[src/rtl/complex_incr_seq.sv]
// Complex-increment sequencer: two request channels (RE/IM) interleaved
// round-robin into one registered stream of {x,y} values.
module complex_incr_seq #(
  parameter int DATA_W = 32,
  parameter int CNT_W  = 4,
  parameter int SHARED = 1
) (
  input  logic              clk,
  input  logic              rst,
  input  logic              req_valid,
  output logic              req_ready,
  input  logic              req_type,
  input  logic [CNT_W-1:0]  req_count,
  output logic              out_valid,
  input  logic              out_ready,
  output logic              out_type,
  output logic [DATA_W-1:0] out_x,
  output logic [DATA_W-1:0] out_y,
  output logic              out_last,
  output logic              busy
);

  localparam bit SH = (SHARED != 0);

  logic [1:0]        active;
  logic [CNT_W-1:0]  remaining [2];
  logic [DATA_W-1:0] acc_x [2];
  logic [DATA_W-1:0] acc_y [2];
  logic              ptr;

  logic take;
  logic load;
  logic grant;
  logic g_acc;
  logic is_last;

  assign req_ready = !active[req_type];
  assign take      = req_valid && req_ready;
  assign load      = (!out_valid || out_ready) && (|active);
  assign busy      = (|active) || out_valid;

  // Shared mode keeps a single accumulator in slot 0.
  assign g_acc   = SH ? 1'b0 : grant;
  assign is_last = (remaining[grant] == CNT_W'(1));

  always_comb begin
    grant = 1'b0;
    unique case (1'b1)
      (active == 2'b11): grant = ptr;
      (active == 2'b10): grant = 1'b1;
      default:           grant = 1'b0;
    endcase
  end

  always_ff @(posedge clk) begin
    if (rst) begin
      active       <= 2'b00;
      remaining[0] <= '0;
      remaining[1] <= '0;
      acc_x[0]     <= '0;
      acc_x[1]     <= '0;
      acc_y[0]     <= '0;
      acc_y[1]     <= '0;
      ptr          <= 1'b0;
      out_valid    <= 1'b0;
      out_type     <= 1'b0;
      out_x        <= '0;
      out_y        <= '0;
      out_last     <= 1'b0;
    end else begin
      if (load) begin
        out_valid <= 1'b1;
        out_type  <= grant;
        out_x     <= acc_x[g_acc];
        out_y     <= acc_y[g_acc];
        out_last  <= is_last;
        if (grant) begin
          acc_y[g_acc] <= acc_y[g_acc] + DATA_W'(1);
        end else begin
          acc_x[g_acc] <= acc_x[g_acc] + DATA_W'(1);
        end
        remaining[grant] <= remaining[grant] - CNT_W'(1);
        if (is_last) begin
          active[grant] <= 1'b0;
        end
        ptr <= !grant;
      end else if (out_ready) begin
        out_valid <= 1'b0;
      end
      // An accepted channel is idle, so it never collides with the grant.
      if (take) begin
        if (req_count != '0) begin
          active[req_type]    <= 1'b1;
          remaining[req_type] <= req_count;
        end
        if (!SH) begin
          acc_x[req_type] <= '0;
          acc_y[req_type] <= '0;
        end
      end
    end
  end

endmodule
[config.mk]
export PLATFORM = sky130hd
export DESIGN_NAME = complex_incr_seq
export DESIGN_NICKNAME = d
export VERILOG_FILES = /design/src/rtl/complex_incr_seq.sv
export SDC_FILE = /design/constraint.sdc
export NUM_CORES = 1
export LEC_CHECK = 0
export CAP_MARGIN = 20
export CORE_MARGIN = 4
export CORE_UTILIZATION = 48
export CTS_BUF_LIST = sky130_fd_sc_hd__clkbuf_8
export DETAILED_ROUTE_END_ITERATION = 7
export GPL_TIMING_DRIVEN = 1
export PLACE_DENSITY = 0.7
export SYNTH_ARGS = -nofsm -noshare
export SYNTH_HDL_FRONTEND = slang
export SYNTH_SLANG_ARGS = --single-unit
export TNS_END_PERCENT = 50
[constraint.sdc]
create_clock -name clk -period 5.1 [get_ports clk]
set_clock_uncertainty 0.2 [all_clocks]
set_input_delay 1.02 -clock clk [delete_from_list [all_inputs] [get_ports clk]]
set_output_delay 1.02 -clock clk [all_outputs]
set_load 0.005 [all_outputs]
# ---- Yosys cells after proc, flatten, opt, wreduce, memory -nomap -nowiden
# Memory sizes are Yosys's and may differ from the RTL's.
# Index checks and enable logic that the tools add are counted.
dict set report word_totals {
  n_memories 3
  wordCells 78
  input_bits 9
  out_inout_bits 69
  mem_bits_rw 136
  ff_bits 70
}
dict set report classes {
  eq_ne 3
  n_bitwise 5
  reduce_logical 14
  magnitude_cmp 4
  n_addsub 3
  muxes 39
}
# memory words width read_ports rd_clocked_by_memory_dff write_ports line_no
set mem_list {}
lappend mem_list {acc_x 2 32 1 0 2 27} ;# logic [DATA_W-1:0] acc_x [2];
lappend mem_list {acc_y 2 32 1 0 2 28} ;# logic [DATA_W-1:0] acc_y [2];
lappend mem_list {remaining 2 4 1 0 2 26} ;# logic [CNT_W-1:0] remaining [2];
# op n
set op_table {}
lappend op_table {{adder 32 x 1 -> 32 bit (second input constant)} 2}
lappend op_table {{2-to-1 mux 32 bit} 2}
lappend op_table {{2-to-1 mux 1 bit} 27}
lappend op_table {{2-to-1 mux 2 bit} 5}
lappend op_table {{2-to-1 mux 4 bit} 2}
lappend op_table {{OR reduction 4 bit} 2}
lappend op_table {{equality test 2 bit (second input constant)} 2}
lappend op_table {{equality test 4 x 1 -> 1 bit (second input constant)} 1}
lappend op_table {{logical AND 1 bit} 4}
lappend op_table {{less-than comparator 1 x 2 -> 1 bit (second input constant)} 2}
lappend op_table {{nonzero test 4 bit} 1}
lappend op_table {{subtractor 4 x 1 -> 4 bit (second input constant)} 1}
lappend op_table {{logical NOT 1 bit} 3}
lappend op_table {{bitwise AND 2 bit} 1}
lappend op_table {{demux 1 bit (select 1 bit)} 2}
lappend op_table {{greater-or-equal comparator 1 bit (second input constant)} 2}
lappend op_table {{logical OR 1 bit} 2}
lappend op_table {{NOT 2 bit} 1}
lappend op_table {{OR 1 bit} 2}
lappend op_table {{OR 2 bit} 1}
lappend op_table {{one-hot mux 1 bit (2 select lines)} 1}
lappend op_table {{nonzero test 2 bit} 1}
lappend op_table {{OR reduction 2 bit} 1}

# ---- Logic depth before layout (Yosys ltp)
# Gate-level depths: netlist of the first run.
dict set report logic_depth {
  depth_word 14
  mapped_depth 7
  mapped_depth_nobuf 7
}

# ---- Least setup slack after synthesis of the first run
# No wires, ideal clock.
dict set report synth_timing {
  path_kind {in2reg}
  from {input out_ready}
  to {memory acc_x[0][0], enable pin}
  cell_stages 4
  path_slack_ns 2.336
  required_ns 4.513
  arrival_ns 2.178
  setup_time_ns 0.387
  path_cell_list {nor2b_1 > nor2_1 > a21oi_1 > inv_1}
}
# element line_no
set synth_lines {}
lappend synth_lines {{start: declaration} 15} ;# input logic out_ready,
lappend synth_lines {{end: declaration} 27}

# ---- Final worst setup path of the first run
dict set report layout_timing {
  from {input req_type}
  to {output req_ready}
}
dict set report layout_between {
  elab_chain_cells 3
}
# element line_no
set layout_rtl {}
lappend layout_rtl {{start: declaration} 12} ;# input logic req_type,
lappend layout_rtl {{2-to-1 mux 1 bit (implied by the code) (2 in series)} 37} ;# assign req_ready = !active[req_type];
lappend layout_rtl {{logical NOT 1 bit} 37}
lappend layout_rtl {{end: declaration} 11} ;# output logic req_ready,
# No other way between the ends. The select of a mux whose other input is x is not followed.

==> out/results.tsv, run 1 <==
stage	metric	value	unit
floorplan	dieWidth	124	um
timing	finalMaxSlewViolations	0	
critical_path	worstSetupEndpointType	output port	
timing	fin_hold_ws	0.253	ns
timing	max_slew.worst_pin.slew	0.942	ns
clock_network	cts_tree	yes	
synth	synth_nets	706	
synth	synth_cell_types	40	
timing	rsz0062_at_grt	no	
run_status	status	complete, no violations	
critical_path	cp_max_fo	3	
global_routing	grt_pass1_wl	23900	um
critical_path	timing.rr.end	acc_y[0][22]	
clock_network	htree_levels	4	
synth	synth.avg_cell_area	9.31	um2
floorplan	initial_core_util	48.9	%
global_routing	antenna_found_initial	0	
clock_network	cts_buffers	17	
synth	synth_top_area_cell	edfxtp_1	
timing	min_period_over_period	68.4	%
power_and_ir_drop	power.density	348	nW/um2
floorplan	dieArea	15400	um2
critical_path	startpoint_type	input port	
detailed_routing	postRouteAntennaNets	0	
clock_network	cts.sinks	142	
synth	yosysSeqAreaShare	55.2	%
detailed_routing	drc	0	
timing	fmax	0.287	GHz
floorplan	coreArea	13200	um2
run	maxCapViolations	0	
detailed_routing	via_per_inst	5.60	
synth	synth_top_area_share	33.5	%
clock_network	clockRootBuffer	clkbuf_8	
cells_and_area	num_antenna_cells	0	
cells_and_area	drive_gt1_share	5.45	%
timing	finalSetupViolations	0	
power_and_ir_drop	leakage	0.00250	uW
critical_path	critPathCapture	req_ready	
critical_path	r2r_cells	5	
timing	period_needed	3.49	ns
detailed_routing	drtPass1Iterations	5	
detailed_routing	wl	14400	um
critical_path	r2r_start	acc_y[0][0]	
power_and_ir_drop	ir_drop	187	uV
critical_path	critPathArrivalTime	2.27	ns
critical_path	crit_required	3.88	ns
cells_and_area	fill_cells	1174	
clock_network	cts_resized	0	
detailed_routing	drtIter0Drc	376	
global_routing	gr-total-overflow	0	
min_path	hp-class	flop to flop	
cells_and_area	post-route-util	58.9	%
cells_and_area	final_nets	770	
critical_path	worstSetupPathType	input port to output port	
synth	synthTopCellsByArea	edfxtp_1 34%, dfxtp_1 22%, nand2_1 8.9%	
clock_network	cts_setup_buffers	0	
timing	final_hold_viol_count	0	
global_routing	grt_max_degree	72	
clock_network	cts.path.max_buffers	2	
timing	finalSetupTns	0	ns
place	io_buffers	77	
synth	post_synth_inst_count	693	
timing	setup_ws	1.61	ns
synth	syn_area	6450	um2
floorplan	rows	42	
global_routing	grt_usage	19.7	%
clock_network	path_clk_slew	0.07	ns
synth	yosys_warnings	0	
floorplan	die_h	124	um
synth	synth-seq-cells	142	
clock_network	clock_latency	0.45	ns
floorplan	io_pins	78	
detailed_routing	num_vias	5300	
critical_path	reg2reg_setup_slack	2.31	ns
place	gp_congestion	0.822	
cells_and_area	syn_to_final_growth	20.4	%
place	dp_slack	1.50	ns
global_routing	grt_pass1_vias	5101	
detailed_routing	wl_per_cell	15.2	um
power_and_ir_drop	finalPower	2710	uW
place	hpwl	9370	um
timing	relSlewSlack	36.6	%
critical_path	startpoint	req_type	
clock_network	cts_hold_buf	0	
[critical path, cell delays in order]
cell and delay, ns:
clkdlybuf4s50_1 0.52, mux2i_1 0.20, clkdlybuf4s50_1 0.52
[where the power goes]
part,switching (uW),total (uW),internal [uW]
Combinational,195,349,154
Sequential,98.5,1410,1310
Clock,414,945,532
[cells in the final DEF (no fill, tap or decap), types with 8 or more instances in the layout]
cell type / n
a21oi_1: 102
buf_4: 8
clkbuf_8: 18
clkdlybuf4s50_1: 76
dfxtp_1: 70
edfxtp_1: 72
inv_1: 23
nand2_1: 153
nand3_1: 22
nand4_1: 12
nor2_1: 30
nor3_1: 9
nor4_1: 12
o21ai_0: 17
o31ai_1: 22
or3_1: 20
or4_1: 24
xnor2_1: 18
[layout make-up]
| type | count | area (um2) | area share [%] |
|---|---|---|---|
| multi-input combinational | 494 | 2680 | 34.5 |
| clock inverter | 14 | 163 | 2.10 |
| timing repair buffer | 85 | 826 | 10.6 |
| clock buffer | 18 | 248 | 3.19 |
| tap | 176 | 220 | 2.84 |
| inverter | 17 | 63.8 | 0.822 |
| sequential | 142 | 3560 | 45.9 |
[Yosys cell counts]
master / number
nand2_1: 153
a21oi_1: 102
edfxtp_1: 72
dfxtp_1: 70
clkbuf_1: 33
nor2_1: 31
or4_1: 24
nand3_1: 22
o31ai_1: 22
or3_1: 20
o21ai_0: 18
xnor2_1: 18
inv_1: 17
nand4_1: 12
nor4_1: 12
nor3_1: 9
xor2_1: 7
nand2b_1: 6
a22o_1: 4
and4_1: 4
ha_1: 4
mux2i_1: 4
and3_1: 3
buf_1: 3
buf_2: 3
a31o_2: 2
a31oi_1: 2
and2_1: 2
nor2b_1: 2
o21a_1: 2
a211oi_1: 1
a21boi_0: 1
buf_6: 1
nand3_2: 1
nand4_4: 1
nor4b_1: 1
o2111ai_1: 1
o211ai_1: 1
or3_2: 1
or4b_1: 1
[registers in the layout, indices dropped and copies added, names as in the netlist]
name       count
acc_x         32
acc_y         32
active         2
out_last       1
out_type       1
out_valid      1
out_x         32
out_y         32
ptr            1
remaining      8
[cells by family (layout without fill, tap and decap cells)]
family                     count (synthesis)  count (layout)  share of synthesized area, %
buffers and inverters                     57             134                          3.49
DFF                                      142             142                          55.2
xor gates and xnor gates                  25              25                          3.39
AOI/OAI and AO/OA                        156             156                          13.6
adders and majority gates                  4               4                         0.776
and+or+nand+nor                          305             305                          22.9
muxes                                      4               4                         0.621
[routing by layer]
| metal | track usage [%] | wire length (um) | up-vias |
|---|---|---|---|
| met5 | 0 | 0 | - |
| met4 | 7.53 | 260 | 0 |
| met3 | 5.04 | 881 | 22 |
| met2 | 32.2 | 6940 | 155 |
| met1 | 25.1 | 6300 | 2504 |
| li1 | - | - | 2619 |
[stage by stage]
| step | cells | instance area, um2 |
|---|---|---|
| 4_1_cts | 946 | 7760 |
| 3_5_place_dp | 914 | 7350 |
| 2_1_floorplan | 693 | 6450 |
| 6_report | 946 | 7760 |
| 3_3_place_gp | 914 | 7350 |
| 5_1_grt | 946 | 7760 |
[worst min-delay path by stage]
stage | start | cells after the start | endpoint
floorplan | out_last | 2 | out_last
global placement | out_y[23] | 2 | out_y[23]
detailed placement | out_x[30] | 2 | out_x[30]
CTS | out_x[30] | 2 | out_x[30]
global route | out_x[29] | 2 | out_x[29]
finish | out_y[14] | 2 | out_y[14]
(Power assumes the default switching activity.)
==> run 2: changes to the inputs <==
- clock period: 5.1 -> 3.55 ns (I/O delays scaled with it)
==> out/results.tsv, run 2 (synthesis results as in run 1) <==
stage	metric	value	unit	change
timing	min_period_over_period	80.0	%	
floorplan	die_h	124	um	unchanged
detailed_routing	num_vias	5393		+1.8%
floorplan	initial_core_util	48.9	%	unchanged
timing	finalMaxSlewViolations	0		unchanged
timing	finalSetupViolations	0		unchanged
detailed_routing	postRouteAntennaNets	0		unchanged
floorplan	coreArea	13200	um2	unchanged
clock_network	clock_latency	0.46	ns	about the same
global_routing	grt_max_degree	37		-49%
place	hpwl	10400	um	+11%
clock_network	clockRootBuffer	clkbuf_8		
cells_and_area	final_cell_mix	153 x nand2_1, 102 x a21oi_1, 76 x clkdlybuf4s50_1		
detailed_routing	via_per_inst	5.65		+0.90%
clock_network	path_clk_slew	0.07	ns	about the same
run_status	status	complete, no violations		
clock_network	cts_resized	0		unchanged
detailed_routing	drtPass1Iterations	5		unchanged
timing	relSlewSlack	38.5	%	+1.9 points
power_and_ir_drop	leakage	0.00252	uW	+1.0%
clock_network	cts_buffers	17		unchanged
timing	finalSetupTns	0	ns	unchanged
timing	final_hold_viol_count	0		unchanged
floorplan	dieArea	15400	um2	unchanged
detailed_routing	drtIter0Drc	435		+16%
power_and_ir_drop	ir_drop	240	uV	+29%
global_routing	grt_usage	19.9	%	+0.22 points
place	io_buffers	77		unchanged
cells_and_area	num_antenna_cells	0		unchanged
detailed_routing	wl	14900	um	+3.2%
cells_and_area	final_common_cell	nand2_1		
run	maxCapViolations	0		unchanged
clock_network	htree_levels	4		unchanged
cells_and_area	fill_cells	1133		-3.5%
cells_and_area	final_nets	778		+1.0%
power_and_ir_drop	power.density	499	nW/um2	+43%
floorplan	io_pins	78		unchanged
detailed_routing	wl_per_cell	15.6	um	+2.4%
clock_network	cts.sinks	142		unchanged
timing	fin_hold_ws	0.253	ns	+0.000538 ns
timing	setup_ws	0.710	ns	-0.902 ns
timing	rsz0062_at_grt	no		
clock_network	cts_tree	yes		
timing	period_needed	2.84	ns	
cells_and_area	syn_to_final_growth	21.6	%	
critical_path	cp_max_fo	3		unchanged
floorplan	dieWidth	124	um	unchanged
timing	fmax	0.352	GHz	
global_routing	grt_pass1_vias	5032		-1.4%
critical_path	worstSetupEndpointType	output port		
global_routing	antenna_found_initial	0		unchanged
global_routing	grt_pass1_wl	24000	um	+0.46%
clock_network	cts_setup_buffers	0		unchanged
place	gp_congestion	0.857		+4.2%
clock_network	cts_hold_buf	0		unchanged
critical_path	worstSetupPathType	input port to output port		
place	dp_slack	0.709	ns	-0.794 ns
power_and_ir_drop	finalPower	3920	uW	+45%
critical_path	critPathArrivalTime	1.93	ns	-0.34 ns
clock_network	cts.path.max_buffers	2		unchanged
global_routing	gr-total-overflow	0		unchanged
critical_path	startpoint_type	input port		
min_path	hp-class	flop to flop		
floorplan	rows	42		unchanged
cells_and_area	drive_gt1_share	6.43	%	+0.97 points
critical_path	crit_required	2.64	ns	-1.24 ns
detailed_routing	drc	0		unchanged
timing	max_slew.worst_pin.slew	0.914	ns	-0.0283 ns
[run 2: changes by cell type in the layout (fill, tap and decap cells not counted), sizes merged]
cell      before  now
clkinvlp       0    1
clkbuf        18   17
buf            9   17
clkinv         4    7
inv           23   20
[run 2: metal layers]
metal  part of all wire [%]  track usage [%]
met5                      0                0
met1                     43             24.8
met3                    5.7             5.22
met2                     49             33.3
met4                    1.6             7.12
[run 2: where the power goes]
| group | internal (uW) | leakage [uW] | switching, uW |
|---|---|---|---|
| registers | 1880 | 0.00133 | 140 |
| logic | 239 | 0.000979 | 291 |
| clock network | 750 | 0.000212 | 614 |
[run 2: final cells by class]
type | instances | area, um2 | share of cell area [%]
multi-input combinational | 494 | 2680 | 34.2
clock buffer | 17 | 234 | 2.98
clock inverter | 15 | 178 | 2.26
tap | 176 | 220 | 2.81
sequential | 142 | 3560 | 45.4
timing repair buffer | 93 | 906 | 11.5
inverter | 17 | 63.8 | 0.813
[run 2: critical path, stage by stage]
cell and delay (ns):
clkdlybuf4s50_1 0.51, mux2i_1 0.19, clkdlybuf4s50_1 0.53
[run 2: stage by stage]
stage	instance area (um2)	std cells	utilization, %
6_report	7850	954	59.5
5_1_grt	7850	954	59.5
4_1_cts	7850	954	59.5
3_5_place_dp	7430	922	56.4
3_3_place_gp	7410	921	56.1
2_1_floorplan	6450	693	-
[run 2: path summary, 6_finish.rpt]
path / start / to / slack [ns] / cells after the start
worst min register to register: out_y[9] / out_y[9] / 0.25 / 2
worst min-delay path: out_y[9] / out_y[9] / 0.25 / 2
worst max-delay path: req_type / req_ready / 0.71 / 3
worst max register to register: acc_y[0][0] / acc_y[0][22] / 0.79 / 5
==> run 3: changes to the inputs <==
- PLACE_DENSITY: 0.7 -> 0.73
- clock period: 3.55 -> 2.3 ns (I/O delays scaled with it)
==> out/results.tsv, run 3 (synthesis results as in run 1) <==
stage	metric	value	unit	change
floorplan	coreArea	13200	um2	unchanged
critical_path	slowest_stage	or4_4		
clock_network	cts.sinks	142		unchanged
floorplan	initial_core_util	48.9	%	unchanged
clock_network	cts_tree	yes		
cells_and_area	fin_cells	1029		+7.9%
timing	period_needed	2.28	ns	
power_and_ir_drop	power.density	686	nW/um2	+37%
global_routing	antenna_found_initial	0		unchanged
floorplan	die_h	124	um	unchanged
timing	finalSetupTns	0	ns	unchanged
power_and_ir_drop	p_int	4230	uW	+47%
critical_path	r2r_cells	4		-1
global_routing	gr-total-overflow	0		unchanged
detailed_routing	drtIter0Drc	471		+8.3%
critical_path	r2r_start	acc_y[0][5]		
timing	relSlewSlack	62.0	%	+23 points
timing	max_slew.worst_pin.slew	0.562	ns	-0.352 ns
critical_path	startpoint	acc_y[0][5]		
global_routing	grt_usage	20.9	%	+1.1 points
detailed_routing	drtPass1Iterations	5		unchanged
critical_path	path_cells	nand4_4 -> or4_4 -> or4_1 -> a21oi_2		
floorplan	io_pins	78		unchanged
critical_path	cp_slowest_stage_delay	0.65	ns	+0.12 ns
cells_and_area	fill_cells	1070		-5.6%
critical_path	worstSetupEndpointType	flop		
cells_and_area	final_cell_mix	153 x nand2_1, 97 x a21oi_1, 82 x buf_4		
power_and_ir_drop	p_clk_share	29.0	%	-5.8 points
floorplan	dieWidth	124	um	unchanged
power_and_ir_drop	p_sw_share	27.1	%	+0.39 points
critical_path	reg2reg_setup_slack	0.02	ns	-0.77 ns
run_status	status	complete, no violations		
clock_network	cts.path.max_buffers	2		unchanged
place	gp_congestion	0.914		+6.7%
floorplan	dieArea	15400	um2	unchanged
cells_and_area	num_antenna_cells	0		unchanged
detailed_routing	num_vias	5711		+5.9%
critical_path	critPathArrivalTime	2.38	ns	+0.45 ns
power_and_ir_drop	leakage	0.00291	uW	+15%
cells_and_area	multi_input_area	2740	um2	+2.1%
timing	finalSetupViolations	0		unchanged
detailed_routing	wl_per_cell	15.0	um	-3.6%
critical_path	timing.rr.end	acc_y[0][31]		
place	hpwl	10800	um	+4.5%
detailed_routing	drc	0		unchanged
cells_and_area	fin_area	8450	um2	+7.7%
cells_and_area	final_nets	853		+9.6%
clock_network	htree_levels	4		unchanged
global_routing	grt_pass1_vias	5520		+9.7%
global_routing	grt_pass1_wl	25500	um	+6.3%
clock_network	cts_buffers	17		unchanged
power_and_ir_drop	combPwrFrac	18.1	%	+4.6 points
detailed_routing	via_per_inst	5.55		-1.8%
timing	finalMaxSlewViolations	0		unchanged
place	place_area	8000	um2	+7.6%
clock_network	clockRootBuffer	clkbuf_8		
power_and_ir_drop	p_switching	1570	uW	+50%
run	maxCapViolations	0		unchanged
global_routing	grt_max_degree	69		+86%
place	io_buffers	77		unchanged
clock_network	path_clk_slew	0.07	ns	about the same
timing	rsz0062_at_grt	yes		
timing	fmax	0.439	GHz	
timing	final_hold_viol_count	0		unchanged
detailed_routing	wl	15500	um	+4.0%
power_and_ir_drop	ir_drop	387	uV	+61%
min_path	hp-class	flop to flop		
critical_path	startpoint_type	flop		
cells_and_area	drive_gt1_share	15.9	%	+9.5 points
detailed_routing	postRouteAntennaNets	0		unchanged
cells_and_area	final_common_cell	nand2_1		
critical_path	cp_max_fo	17		+14
place	dp.cells	990		+7.4%
cells_and_area	syn_to_final_growth	31.0	%	
floorplan	rows	42		unchanged
power_and_ir_drop	power_frac_seq	53.0	%	+1.4 points
critical_path	crit_required	2.40	ns	-0.24 ns
critical_path	critPathCapture	acc_y[0][31]		
critical_path	worstSetupPathType	flop to flop		
clock_network	cts_hold_buf	0		unchanged
clock_network	clock_latency	0.44	ns	-0.02 ns
cells_and_area	regArea	3560	um2	unchanged
timing	min_period_over_period	99.0	%	
## run 3: worst min-delay path by stage
stage | end | slack [ns] | startpoint | depth (start not counted)
after floorplan | out_last | 0.25 | out_last | 2
final | out_y[19] | 0.25 | out_y[19] | 2
after global routing | out_y[20] | 0.28 | out_y[20] | 2
after global placement | out_y[10] | 0.24 | out_y[10] | 2
after detailed placement | out_y[19] | 0.25 | out_y[19] | 2
after CTS | out_y[19] | 0.26 | out_y[19] | 2
## run 3: power groups by stage
stage | registers (uW) | clock network [uW] | logic [uW]
final | 3070 | 1680 | 1050
after global routing | 3100 | 1840 | 1150
after CTS | 3070 | 1720 | 1030
after detailed placement | 3120 | 0 | 1020
after global placement | 3110 | 0 | 983
after floorplan | 3130 | 0 | 460
## run 3: worst max-delay path, delay by kind of cell, from the launching register on
kind | cells | cell delay [ns]
compound gates | 1 | 0.15
flops | 1 | 0.44
simple gates | 3 | 1.34
## run 3: area by class of cell
cell class                      count  share of cell area [%]
Clock buffer                       21                    3.42
Clock inverter                     11                   0.504
Inverter                           17                   0.755
Multi-Input combinational cell    494                    32.4
Sequential cell                   142                    42.2
Tap cell                          176                    2.61
Timing Repair Buffer              168                    18.1
## run 3: metrics by stage
step / hold slack, ns / util (%) / setup WS, ns / power [uW]
after floorplan: 0.253 / - / 0.0564 / 3590
after global placement: 0.244 / 60.7 / -0.0119 / 4090
after detailed placement: 0.248 / 60.7 / -0.0295 / 4140
after CTS: 0.258 / 63.4 / 0.00521 / 5810
after global routing: 0.277 / 64.0 / -0.0673 / 6090
final: 0.255 / 64.0 / 0.0236 / 5800
## run 3: metal layers
metal  part of all wire (%)  global-route usage, %  up-vias
met5                      0                      0        -
met4                    1.3                   6.30        0
met3                    5.6                   5.18       21
met2                     51                   36.5      181
met1                     42                   25.6     2724
li1                       -                      -     2785
## run 3: what timing repair did
action	4_1_cts	5_1_grt
endpoints found under the setup margin	12	15
hold endpoints to repair	0	0
resized for setup	7	14
pin swaps	1	5
buffers inserted	1	8
